File: src/rtl/tc_operand_packer.sv
// Width-converting packer: narrow AXI-Stream beats in, full OUT_W words out.
// A tlast that falls mid-word emits a zero-padded word with per-lane keep bits.
module tc_operand_packer #(
   parameter  int IN_W  = 128,
   parameter  int OUT_W = 512,
   localparam int RATIO = OUT_W / IN_W,
   localparam int IDX_W = (RATIO > 1) ? $clog2(RATIO) : 1
) (
   input  logic               clk,
   input  logic               rst_n,
   input  logic               en_i,
   input  logic [IN_W-1:0]    s_axis_tdata,
   input  logic               s_axis_tvalid,
   input  logic               s_axis_tlast,
   output logic               s_axis_tready,
   output logic [OUT_W-1:0]   m_axis_tdata,
   output logic [RATIO-1:0]   m_axis_tkeep,
   output logic               m_axis_tlast,
   output logic               m_axis_tvalid,
   input  logic               m_axis_tready,
   output logic               busy_o,
   output logic [15:0]        pkt_cnt_o
);

   logic [OUT_W-1:0] acc_q, acc_d;
   logic [IDX_W-1:0] idx_q, idx_d;
   logic [RATIO-1:0] keep_q, keep_d;
   logic [OUT_W-1:0] outData_q, outData_d;
   logic [RATIO-1:0] outKeep_q, outKeep_d;
   logic             outLast_q, outLast_d;
   logic             outValid_q, outValid_d;
   logic [15:0]      pktCnt_q, pktCnt_d;
   logic             busy_q, busy_d;

   logic             ready;
   logic             accept;
   logic             complete;
   logic             outHandshake;
   logic [OUT_W-1:0] mergedData;
   logic [RATIO-1:0] mergedKeep;

   // Ready is held low during reset so the upstream never sees a phantom accept.
   assign ready        = rst_n && en_i && (!outValid_q || m_axis_tready);
   assign accept       = s_axis_tvalid && ready;
   assign complete     = accept && ((idx_q == IDX_W'(RATIO - 1)) || s_axis_tlast);
   assign outHandshake = outValid_q && m_axis_tready;

   // Lanes above idx are still zero in acc, so the merge is already zero-padded.
   always_comb begin
      mergedData = acc_q;
      mergedKeep = keep_q;
      mergedData[int'(idx_q) * IN_W +: IN_W] = s_axis_tdata;
      mergedKeep[idx_q] = 1'b1;
   end

   always_comb begin
      acc_d      = acc_q;
      idx_d      = idx_q;
      keep_d     = keep_q;
      outData_d  = outData_q;
      outKeep_d  = outKeep_q;
      outLast_d  = outLast_q;
      outValid_d = outValid_q;
      pktCnt_d   = pktCnt_q;

      if (outHandshake) begin
         outValid_d = 1'b0;
         if (outLast_q) begin
            pktCnt_d = pktCnt_q + 16'd1;
         end
      end

      if (complete) begin
         outData_d  = mergedData;
         outKeep_d  = mergedKeep;
         outLast_d  = s_axis_tlast;
         outValid_d = 1'b1;
         acc_d      = '0;
         keep_d     = '0;
         idx_d      = '0;
      end else if (accept) begin
         acc_d  = mergedData;
         keep_d = mergedKeep;
         idx_d  = idx_q + IDX_W'(1);
      end

      busy_d = (idx_d != '0) || outValid_d;
   end

   always_ff @(posedge clk or negedge rst_n) begin
      if (!rst_n) begin
         acc_q      <= '0;
         idx_q      <= '0;
         keep_q     <= '0;
         outData_q  <= '0;
         outKeep_q  <= '0;
         outLast_q  <= 1'b0;
         outValid_q <= 1'b0;
         pktCnt_q   <= '0;
         busy_q     <= 1'b0;
      end else begin
         acc_q      <= acc_d;
         idx_q      <= idx_d;
         keep_q     <= keep_d;
         outData_q  <= outData_d;
         outKeep_q  <= outKeep_d;
         outLast_q  <= outLast_d;
         outValid_q <= outValid_d;
         pktCnt_q   <= pktCnt_d;
         busy_q     <= busy_d;
      end
   end

   assign s_axis_tready = ready;
   assign m_axis_tdata  = outData_q;
   assign m_axis_tkeep  = outKeep_q;
   assign m_axis_tlast  = outLast_q;
   assign m_axis_tvalid = outValid_q;
   assign busy_o        = busy_q;
   assign pkt_cnt_o     = pktCnt_q;

endmodule
File: config.mk
export PLATFORM = sky130hd
export DESIGN_NAME = tc_operand_packer
export DESIGN_NICKNAME = d
export VERILOG_FILES = /design/src/rtl/tc_operand_packer.sv
export SDC_FILE = /design/constraint.sdc
export NUM_CORES = 2
export LEC_CHECK = 0
export CAP_MARGIN = 25
export CORE_AREA = 2 2 386 388
export DETAILED_ROUTE_END_ITERATION = 7
export DIE_AREA = 0 0 388 390
export HOLD_SLACK_MARGIN = 0.05
export PLACE_DENSITY_LB_ADDON = 0.1
export SYNTH_ARGS = -nofsm -noshare
export SYNTH_HDL_FRONTEND = slang
export SYNTH_SLANG_ARGS = --single-unit
File: constraint.sdc
create_clock -name clk -period 3.05 [get_ports clk]
set_clock_uncertainty 0.05 [all_clocks]
set_input_delay 0.915 -clock clk [delete_from_list [all_inputs] [get_ports clk]]
set_output_delay 0.915 -clock clk [all_outputs]
set_load 0.05 [all_outputs]
==> flow_metrics.py <==
metrics = {
    "floorplan": {
        "io-pin-count": 670,
        "rows": 141,
        "start_util_pct": 29.9,
        "die_x_um": 388,
        "coreArea_mm2": 0.147,
        "dieArea_mm2": 0.151,
        "die_h_um": 390,
    },
    "critical_path": {
        "path_cells": "clkdlybuf4s50_1",
        "criticalPathCategory": "register to output pin",
        "cp_slowest_cell": "clkdlybuf4s50_1",
        "cp.required_ps": 2080,
        "arrival_ps": 2050,
        "crit_family": "buffers and inverters",
        "startpoint_type": "register",
        "cp-end-kind": "output pin",
        "worstPathBufferInverterCount": 1,
        "slowest_delay_ps": 850,
        "crit_fanout": 2,
    },
    "global_routing": {
        "antenna_found_initial": 8,
        "track_usage_pct": 21.1,
        "overflow": 0,
        "grt_pass1_wl_um": 239000,
        "first_global_vias": 33616,
        "grt_max_degree": 154,
    },
    "sta": {
        "grt_setup_unrepaired": "false",
        "fin_crit_sh_pct": 98.9,
        "finalSetupViolCount": 0,
        "post-route-min-period_ps": 3020,
        "slew_viol_final": 0,
        "finalHoldViolations": 0,
        "timing.fmax_mhz": 331,
        "relSlewSlack_pct": 36.5,
        "holdWs_ps": 317,
        "worst_pin_slew_ps": 953,
    },
    "clock_tree": {
        "ctsHtreeMaxLevel": 3,
        "cts_hold_buf": 0,
        "clock_latency_ps": 740,
        "path_clk_slew_ps": 60,
        "root_buffer": "clkbuf_16",
        "max-clock-path-buffers": 3,
        "clock-sinks": 1053,
        "cts_buffers": 119,
        "cts_tree": "done",
    },
    "logic_synthesis": {
        "synth_flop_cell": "dfrtp_1",
        "synth_mux_area_share_pct": 0.0256,
        "syn_area_mm2": 0.0439,
        "synth.top_cell.area_share_pct": 60.0,
        "syn_inst": 4191,
        "synth_fp_nets": 4334,
        "synth_enable_flop_cells": 0,
        "yosys.area.top_type": "dfrtp_1",
        "synth_cell_type_count": 32,
        "synth_top_family_by_area": "compound AO/OA/AOI/OAI gates",
        "synth_compound_area_share_pct": 22.0,
        "yosysSeqAreaShare_pct": 60.0,
        "synth_adder_area_share_pct": 0.256,
        "yosys_warnings": 0,
        "synth_async_sr_flop_share_pct": 100,
        "synthTopCellsByCount": "dfrtp_1 (1,053), o21ai_0 (522), nand2_1 (521)",
        "synth-simple-area-share_pct": 12.6,
        "synth_xor_area_share_pct": 0.299,
        "syn_area_per_cell_um2": 10.5,
        "ys_top_cells_by_area": "dfrtp_1 (60%), a22o_1 (10%), nor2b_1 (7.4%)",
        "synth_most_common_cell": "dfrtp_1",
        "ys_ff_latch": 1053,
    },
    "power_and_ir_drop": {
        "total_leakage_power_nw": 25.6,
        "cellPowerDensity_mw_per_mm2": 663,
        "irDropWorstVdd_uv": 456,
    },
    "detailed_routing": {
        "ant_nets": 0,
        "dr_total_vias": 33215,
        "dr.first_iter.drc_count": 2055,
        "wl_per_cell_um": 24.0,
        "wl_um": 161000,
        "dr.pass1.iters": 7,
        "remaining_drc_errors": 0,
        "viasPerCell": 4.94,
    },
    "run": {
        "drv_cap": 0,
    },
    "placement": {
        "gp_congestion": 0.763,
        "dpl-instance-area_mm2": 0.0537,
        "port_buffers": 669,
        "dp_hpwl_um": 105000,
    },
    "layout": {
        "fill_cells": 14573,
        "drive_above_1_share_pct": 8.51,
        "nNetsFinal": 4839,
        "design_area_mm2": 0.0577,
        "syn_to_final_growth_pct": 31.4,
    },
    "worst_hold_path": {
        "hp-class": "primary input to async pin",
    },
    "outcome": {
        "run_status": "completed",
    },
}
what timing repair did:
item                       4_1_cts  5_1_grt
setup endpoints to repair       24        9
buffers inserted                 0        0
resized for setup               28        9
gates cloned                     0        0
sequential cells by signal, indices dropped and copies added, names as in the netlist:
signal         count
acc_q            512
m_axis_tkeep       4
m_axis_tlast       1
pkt_cnt_o         16
keep_q             4
m_axis_tvalid      1
m_axis_tdata     512
busy_o             1
idx_q              2
metal layers:
metal	track usage, %	share of wire, %	vias to the layer above
met3	5.20	6.5	190
met2	32.4	45	794
li1	-	-	15492
met4	6.23	2.5	12
met1	29.3	46	16727
met5	0	0.041	-
kinds of logic after synthesis:
kind of cell	Yosys count
multiplexers	1
buffers and inverters	472
AND/OR/NAND/NOR	1091
flip-flops	1053
AO/OA/AOI/OAI	1550
adder cells (fa/ha/maj)	9
XOR/XNOR	15
power by group:
part / internal (mW) / total, mW / switching, mW
combinational: 2.33 / 7.88 / 5.56
sequential: 14.9 / 15.6 / 0.653
clock: 8.74 / 14.8 / 6.07
final timing paths:
path | start | depth (start not counted) | slack, ps | to
worst min-delay path | rst_n | 3 | 320 | m_axis_tdata[111]
min in group clk | m_axis_tdata[67] | 2 | 420 | m_axis_tdata[67]
worst max-delay path | m_axis_tdata[332] | 1 | 30 | m_axis_tdata[332]
worst min register to register | m_axis_tdata[67] | 2 | 420 | m_axis_tdata[67]
worst max register to register | idx_q[0] | 7 | 330 | acc_q[15]
max in group asynchronous | rst_n | 4 | 1320 | m_axis_tdata[439]
placed cells by master (no fill, tap or decap), types with 2 or more instances in the layout:
master	Yosys	final
a21oi_1	515	515
a22o_1	513	513
and2_1	5	3
and2_4	0	2
and3_1	5	5
and4_1	2	2
buf_12	0	96
buf_4	14	94
bufinv_16	0	6
clkbuf_1	208	28
clkbuf_16	0	121
clkbuf_8	0	41
clkdlybuf4s50_1	0	628
clkinv_2	0	18
clkinv_4	0	2
clkinv_8	0	2
dfrtp_1	1053	1053
diode_2	0	2
dlygate4sd2_1	0	24
dlymetal6s2s_1	0	9
ha_1	9	5
ha_4	0	4
inv_1	4	4
nand2_1	521	521
nand3_1	5	5
nand4_1	7	7
nor2_1	14	13
nor2b_1	518	512
nor2b_4	0	6
nor3_1	4	4
nor3b_4	0	2
o21ai_0	522	518
o21ai_4	0	4
xnor2_1	9	9
xor2_1	6	6
stage by stage:
step / util (%) / setup TNS [ps] / worst slack (ps) / cells / power [mW]
after floorplan: - / 0 / 549 / 4191 / 20.2
after global placement: 36.5 / -5440 / -264 / 6505 / 23.9
after detailed placement: 36.5 / -7420 / -219 / 6505 / 23.9
after CTS: 39.2 / 0 / 1.16 / 6724 / 38.9
after global routing: 39.2 / 0 / 4.62 / 6725 / 40.0
final: 39.2 / 0 / 32.7 / 6726 / 38.3
layout make-up:
cell class              instances  area [um^2]  area share, %
inverters                       4         15.0         0.0260
flip-flops and latches       1053        26400           45.7
repair buffers                852         9250           16.0
well taps                    1930         2410           4.18
clock inverters                29          329          0.570
diodes                          2         5.00        0.00867
multi-input cells            2666        15700           27.1
clock buffers                 190         3700           6.41
Note: power is estimated with default switching activity, not from simulation.
